## src/rtl/cache_initiator_pkg.sv

```systemverilog
// Shared types for the cache request initiator: FSM states plus the packed
// command and response records carried between the FIFO, FSM and ports.
package cache_initiator_pkg;

    localparam int CI_ADDR_W = 16;
    localparam int CI_DATA_W = 32;

    typedef enum logic [1:0] {
        IDLE  = 2'd0,
        ISSUE = 2'd1,
        RESP  = 2'd2
    } state_t;

    typedef struct packed {
        logic                 rw;
        logic [CI_ADDR_W-1:0] addr;
        logic [CI_DATA_W-1:0] wdata;
    } cmd_t;

    typedef struct packed {
        logic                 rw;
        logic                 hit;
        logic [CI_DATA_W-1:0] rdata;
    } rsp_t;

endpackage

```

## src/rtl/cache_cmd_fifo.sv

```systemverilog
// Command FIFO for the cache request initiator: wrap-around pointers plus an
// occupancy count. A push into a full FIFO is refused even if a pop coincides.
module cache_cmd_fifo
    import cache_initiator_pkg::*;
#(
    parameter int DEPTH = 4
) (
    input  logic clk,
    input  logic rst,
    input  logic push,
    input  logic pop,
    input  cmd_t din,
    output logic full,
    output logic empty,
    output cmd_t head
);

    localparam int PTR_W = $clog2(DEPTH);
    localparam int CNT_W = PTR_W + 1;

    cmd_t             mem_r [DEPTH];
    logic [PTR_W-1:0] wr_ptr_r;
    logic [PTR_W-1:0] rd_ptr_r;
    logic [CNT_W-1:0] count_r;
    logic             push_ok_s;
    logic             pop_ok_s;

    assign full      = (count_r == CNT_W'(DEPTH));
    assign empty     = (count_r == {CNT_W{1'b0}});
    assign push_ok_s = push && !full;
    assign pop_ok_s  = pop && !empty;
    assign head      = mem_r[rd_ptr_r];

    // Pointer and occupancy bookkeeping.
    always_ff @(posedge clk or posedge rst) begin
        if (rst) begin
            wr_ptr_r <= {PTR_W{1'b0}};
            rd_ptr_r <= {PTR_W{1'b0}};
            count_r  <= {CNT_W{1'b0}};
        end else begin
            if (push_ok_s) begin
                wr_ptr_r <= wr_ptr_r + PTR_W'(1);
            end
            if (pop_ok_s) begin
                rd_ptr_r <= rd_ptr_r + PTR_W'(1);
            end
            case ({push_ok_s, pop_ok_s})
                2'b10:   count_r <= count_r + CNT_W'(1);
                2'b01:   count_r <= count_r - CNT_W'(1);
                default: count_r <= count_r;
            endcase
        end
    end

    // Storage array; contents are only meaningful behind the pointers.
    always_ff @(posedge clk) begin
        if (push_ok_s) begin
            mem_r[wr_ptr_r] <= din;
        end
    end

endmodule

```

## src/rtl/cache_request_initiator.sv

```systemverilog
// CPU-side initiator: queues load/store commands, issues each to the cache,
// returns in-order responses and keeps saturating first-attempt hit/miss counts.
module cache_request_initiator
    import cache_initiator_pkg::*;
#(
    parameter int ADDR_WIDTH = CI_ADDR_W,
    parameter int DATA_WIDTH = CI_DATA_W,
    parameter int CMD_DEPTH  = 4,
    parameter int CNT_WIDTH  = 16,
    parameter int READ_RETRY = 1
) (
    input  logic                  clk,
    input  logic                  rst,
    input  logic                  i_cmd_valid,
    output logic                  o_cmd_ready,
    input  logic                  i_cmd_rw,
    input  logic [ADDR_WIDTH-1:0] i_cmd_addr,
    input  logic [DATA_WIDTH-1:0] i_cmd_wdata,
    output logic                  o_cache_valid,
    output logic                  o_cache_rw,
    output logic [ADDR_WIDTH-1:0] o_cache_addr,
    output logic [DATA_WIDTH-1:0] o_cache_wdata,
    input  logic                  i_cache_ready,
    input  logic [DATA_WIDTH-1:0] i_cache_rdata,
    input  logic                  i_cache_hit,
    output logic                  o_rsp_valid,
    input  logic                  i_rsp_ready,
    output logic                  o_rsp_rw,
    output logic [DATA_WIDTH-1:0] o_rsp_rdata,
    output logic                  o_rsp_hit,
    input  logic                  i_clear_stats,
    output logic [CNT_WIDTH-1:0]  o_hit_count,
    output logic [CNT_WIDTH-1:0]  o_miss_count
);

    state_t               state_r;
    state_t               state_nxt_s;
    rsp_t                 rsp_r;
    rsp_t                 rsp_nxt_s;
    logic                 retry_r;
    logic                 retry_nxt_s;
    cmd_t                 cmd_in_s;
    cmd_t                 head_s;
    logic                 fifo_full_s;
    logic                 fifo_empty_s;
    logic                 push_s;
    logic                 pop_s;
    logic                 issue_s;
    logic                 xfer_s;
    logic                 do_retry_s;
    logic [CNT_WIDTH-1:0] hit_cnt_r;
    logic [CNT_WIDTH-1:0] miss_cnt_r;

    assign o_cmd_ready = !rst && !fifo_full_s;
    assign push_s      = i_cmd_valid && o_cmd_ready;
    assign cmd_in_s    = {i_cmd_rw, i_cmd_addr, i_cmd_wdata};

    cache_cmd_fifo #(
        .DEPTH (CMD_DEPTH)
    ) u_fifo (
        .clk   (clk),
        .rst   (rst),
        .push  (push_s),
        .pop   (pop_s),
        .din   (cmd_in_s),
        .full  (fifo_full_s),
        .empty (fifo_empty_s),
        .head  (head_s)
    );

    assign issue_s    = (state_r == ISSUE);
    assign xfer_s     = issue_s && i_cache_ready;
    // Only the first attempt of a read miss is retried; the refill makes the second one hit.
    assign do_retry_s = (READ_RETRY != 0) && xfer_s && !head_s.rw && !i_cache_hit && !retry_r;

    assign o_cache_valid = issue_s;
    assign o_cache_rw    = issue_s ? head_s.rw    : 1'b0;
    assign o_cache_addr  = issue_s ? head_s.addr  : {ADDR_WIDTH{1'b0}};
    assign o_cache_wdata = issue_s ? head_s.wdata : {DATA_WIDTH{1'b0}};

    assign o_rsp_valid  = (state_r == RESP);
    assign o_rsp_rw     = rsp_r.rw;
    assign o_rsp_hit    = rsp_r.hit;
    assign o_rsp_rdata  = rsp_r.rdata;
    assign o_hit_count  = hit_cnt_r;
    assign o_miss_count = miss_cnt_r;

    // Next-state, FIFO pop and response capture.
    always_comb begin
        state_nxt_s = state_r;
        retry_nxt_s = retry_r;
        rsp_nxt_s   = rsp_r;
        pop_s       = 1'b0;
        case (state_r)
            IDLE: begin
                if (!fifo_empty_s) begin
                    state_nxt_s = ISSUE;
                end else begin
                    state_nxt_s = IDLE;
                end
            end
            ISSUE: begin
                if (do_retry_s) begin
                    retry_nxt_s = 1'b1;
                end else if (xfer_s) begin
                    pop_s           = 1'b1;
                    rsp_nxt_s.rw    = head_s.rw;
                    rsp_nxt_s.hit   = i_cache_hit && !retry_r;
                    rsp_nxt_s.rdata = head_s.rw ? {DATA_WIDTH{1'b0}} : i_cache_rdata;
                    retry_nxt_s     = 1'b0;
                    state_nxt_s     = RESP;
                end else begin
                    state_nxt_s = ISSUE;
                end
            end
            RESP: begin
                if (i_rsp_ready) begin
                    state_nxt_s = fifo_empty_s ? IDLE : ISSUE;
                end else begin
                    state_nxt_s = RESP;
                end
            end
            default: begin
                state_nxt_s = IDLE;
                retry_nxt_s = 1'b0;
            end
        endcase
    end

    // FSM, retry flag and response register.
    always_ff @(posedge clk or posedge rst) begin
        if (rst) begin
            state_r <= IDLE;
            retry_r <= 1'b0;
            rsp_r   <= '0;
        end else begin
            state_r <= state_nxt_s;
            retry_r <= retry_nxt_s;
            rsp_r   <= rsp_nxt_s;
        end
    end

    // Saturating first-attempt statistics; clear has priority over an increment.
    always_ff @(posedge clk or posedge rst) begin
        if (rst) begin
            hit_cnt_r  <= {CNT_WIDTH{1'b0}};
            miss_cnt_r <= {CNT_WIDTH{1'b0}};
        end else if (i_clear_stats) begin
            hit_cnt_r  <= {CNT_WIDTH{1'b0}};
            miss_cnt_r <= {CNT_WIDTH{1'b0}};
        end else if (xfer_s && !retry_r) begin
            if (i_cache_hit) begin
                if (hit_cnt_r != {CNT_WIDTH{1'b1}}) begin
                    hit_cnt_r <= hit_cnt_r + CNT_WIDTH'(1);
                end
            end else begin
                if (miss_cnt_r != {CNT_WIDTH{1'b1}}) begin
                    miss_cnt_r <= miss_cnt_r + CNT_WIDTH'(1);
                end
            end
        end
    end

endmodule

```

## config.mk

```make
export PLATFORM = sky130hd
export DESIGN_NAME = cache_request_initiator
export DESIGN_NICKNAME = d
export VERILOG_FILES = /design/src/rtl/cache_initiator_pkg.sv /design/src/rtl/cache_cmd_fifo.sv /design/src/rtl/cache_request_initiator.sv
export SDC_FILE = /design/constraint.sdc
export NUM_CORES = 1
export LEC_CHECK = 0
export ABC_AREA = 1
export BUFFER_PORTS_ARGS = -buffer_cell sky130_fd_sc_hd__buf_2
export CORE_UTILIZATION = 31
export DETAILED_ROUTE_END_ITERATION = 16
export GPL_TIMING_DRIVEN = 0
export SLEW_MARGIN = 10
export SYNTH_ARGS = -nofsm -noshare
export SYNTH_HDL_FRONTEND = slang
export SYNTH_SLANG_ARGS = --single-unit
```

## constraint.sdc

```tcl
create_clock -name clk -period 8.7 [get_ports clk]
set_input_delay 0.87 -clock clk [delete_from_list [all_inputs] [get_ports clk]]
set_output_delay 0.87 -clock clk [all_outputs]
set_load 0.02 [all_outputs]
```

==> key figures <==
Logic synthesis
  • Synth Flop Type: edfxtp_1
  • Synth Cell Area: 0.0115 mm^2
  • Adder-cell share of the synthesized area: 0.00935
  • Synth warn: 0
  • Synth top area share: 0.512
  • Synthesized area per cell: 10.5 um^2
  • Synth area leaders: edfxtp_1 (51%), dfrtp_1 (17%), nor2_1 (8.1%)
  • Distinct cell type count after synthesis: 35
  • Cell taking the most area after synthesis: edfxtp_1
  • Syn Inst Count: 1092
  • XOR/XNOR Fraction of Synth Area: 0.0107
  • Post-synth EDFFs: 196
  • Sequential-to-total area share from yosys stat: 0.677
  • Async set-reset flop share out of synthesis: 0.279
  • Compound-Gate Fraction of Synth Area: 0.0909
  • Mux cell area share after synthesis: 0
  • Number of synthesized register bits: 272
  • Main combinational cell family by area after synthesis: simple AND/OR/NAND/NOR gates
  • Post-Synth Simple-Gate Area: 0.179
  • Syn Nets: 1188

Global routing
  • Antenna violations before repair: 4
  • Gr usage total: 0.161
  • First-pass GRT wire length: 47600 um
  • Vias in the first global route: 8556
  • GRT overflow: 0
  • Largest net degree at the start of global routing: 46

Route
  • Vias per cell: 4.67
  • DR iter-0 viols: 377
  • Final WL: 30500 um
  • Vias: 8526
  • Post-DRT Antenna Nets: 0
  • Post-detailed-route DRC marker count: 0
  • Pre-antenna DRT Iters: 4
  • Wire length per cell: 16.7 um

Pwr
  • Leak: 0.00577 uW
  • Logic gate share of total power: 0.371
  • Max IR drop VDD: 0.000197 V
  • Psw: 1740 uW
  • Power Dens Cells: 315 mW/mm^2
  • Clock share of power: 0.257
  • Sequential Power Share: 0.372
  • P_int: 2740 uW
  • Sw Share: 0.388

STA
  • Min cycle time layout: 3.69 ns
  • Headroom to the max-slew limit: 0.551
  • Final Hold Fails: 0
  • Slew @ Worst Pin: 0.673 ns
  • Clock skew: 0.00961 ns
  • RSZ-0062 raised after global routing: false
  • Final worst path period share: 0.424
  • Final setup fails: 0
  • Slew Limit Fails: 0
  • Setup tns final: 0 ns
  • Fmax: 0.271 GHz

Critical path
  • WP buf/inv: 4
  • Crit path max-delay family: buffers and inverters
  • Slowest cell on crit path: clkbuf_1
  • Worst Path Arrival: 2.82 ns
  • Worst Setup Start Kind: flip-flop
  • CP peak stage delay: 0.52 ns
  • Worst-path cell chain: inv_2 > clkbuf_1 > clkbuf_1 > o21ai_0 > a21oi_1 > buf_2
  • Setup Crit Path Kind: reg -> out
  • R2R Setup Slk: 6.18 ns
  • Critical path capture point type: output pin
  • Worst endpoint required time: 7.83 ns
  • Crit-path max FO: 10
  • Critical path's most frequent cell: clkbuf_1

Clock tree
  • Cts bufs inserted: 29
  • H-tree depth: 1
  • Root Buffer: clkbuf_16
  • CTS resizes: 0
  • Clk slew on worst S/H paths: 0.06 ns
  • Post-CTS Hold Fix Bufs: 0
  • Worst skew pair latency: 0.55 ns
  • Postcts setup bufs: 0
  • CTS sink cnt: 272
  • CTS max path bufs: 3
  • CTS tree: yes

Finish
  • Final instance area: 0.0142 mm^2
  • Layout Nets: 1433
  • Total area of sequential cells: 0.00779 mm^2
  • Final-layout fill cell count: 3573
  • Layout area overhead: 23.8%
  • Area of the multi-input gates: 0.00336 mm^2
  • Share of cells above drive strength 1: 0.209

Die
  • Rows: 70
  • Ports: 206
  • Die area: 0.0379 mm^2
  • Core box area: 0.0365 mm^2
  • Initial Util: 0.315
  • Die height: 195 um
  • Die Span X: 195 um

Min path
  • Hold Crit Class: in -> async

Place
  • HPWL after DPL: 20700 um
  • I/O Buffers: 205
  • Dpl cell area: 0.0134 mm^2
  • RD Place Congestion: 0.842

Run
  • Max_cap viols: 0

Run status
  • Outcome: finished, final reports clean
[metrics by stage]
| step | total power (uW) | setup WS (ns) | hold slack [ns] | cells | util |
|---|---|---|---|---|---|
| after floorplan | 2730 | 4.54 | 0.449 | 1092 | - |
| after global placement | 3340 | 2.77 | 0.455 | 1765 | 0.359 |
| after detailed placement | 3380 | 5.56 | 0.467 | 1774 | 0.366 |
| after CTS | 4550 | 4.91 | 0.332 | 1825 | 0.390 |
| after global routing | 4770 | 4.74 | 0.368 | 1825 | 0.390 |
| final | 4480 | 5.01 | 0.344 | 1826 | 0.390 |
[cell usage after synthesis (all sizes together), types with 10 or more instances]
cell / number
o21bai: 10
a21oi: 50
o21ai: 138
edfxtp: 196
inv: 35
xor2: 12
nand2: 201
nor2: 252
nand3: 23
clkbuf: 32
nand4: 25
dfrtp: 76
buf: 21
[cells by family after synthesis]
group           Yosys count
flops                   272
xor+xnor                 14
simple gates            507
compound gates          202
buf+inv                  89
fa+ha+maj                 8
[metal layers]
layer / global-route usage / up-vias / part of all wire
met5: 0 / - / 0.0012
met4: 0.0414 / 6 / 0.019
met3: 0.0364 / 47 / 0.067
met2: 0.271 / 265 / 0.47
met1: 0.209 / 3990 / 0.45
li1: - / 4218 / -
[layout make-up]
class | count | area share
multi-input cells | 731 | 0.236
well taps | 468 | 0.0411
diodes | 1 | 0.000176
clock inverters | 18 | 0.00923
flip-flops and latches | 272 | 0.547
repair buffers | 214 | 0.0873
inverters | 36 | 0.00967
clock buffers | 33 | 0.0520
plain buffers | 53 | 0.0173
[cell usage in the layout, fill, tap and decap left out, drive strengths merged, types with 3 or more instances in the layout]
| master | Yosys | layout |
|---|---|---|
| clkinv | 1 | 15 |
| nand2 | 201 | 201 |
| edfxtp | 196 | 196 |
| xor2 | 12 | 12 |
| inv | 35 | 35 |
| nor3 | 3 | 3 |
| o21bai | 10 | 10 |
| nor2 | 252 | 252 |
| dfrtp | 76 | 76 |
| buf | 21 | 235 |
| o21ai | 138 | 138 |
| ha | 7 | 7 |
| nand4 | 25 | 25 |
| a21oi | 50 | 50 |
| clkbuf | 32 | 65 |
| nand3 | 23 | 23 |
[path summary, 6_finish.rpt]
kind / startpoint / endpoint / depth (start not counted)
setup reg to reg: u_fifo.rd_ptr_r[0] / u_fifo.count_r[2] / 13
hold / removal: rst / u_fifo.count_r[0] / 2
setup / recovery: u_fifo.rd_ptr_r[0] / o_cache_wdata[10] / 6
min in group clk: o_rsp_hit / o_rsp_hit / 2
hold reg to reg: o_rsp_hit / o_rsp_hit / 2
max in group asynchronous: rst / o_rsp_rdata[10] / 3
[registers in the layout, indices dropped and copies added (netlist names), 2 cells and up]
register,cells
o_miss_count,16
u_fifo.wr_ptr_r,2
u_fifo.rd_ptr_r,2
o_rsp_rdata,32
o_hit_count,16
u_fifo.mem_r,196
u_fifo.count_r,3
state_r,2
[power groups by stage]
stage	Sequential (uW)	Clock, uW	Combinational [uW]
global route	1690	1230	1850
finish	1670	1150	1660
detailed placement	1690	0	1690
global placement	1700	0	1640
CTS	1670	1190	1700
floorplan	1790	0	945
Power figures use the tool's default switching activity.
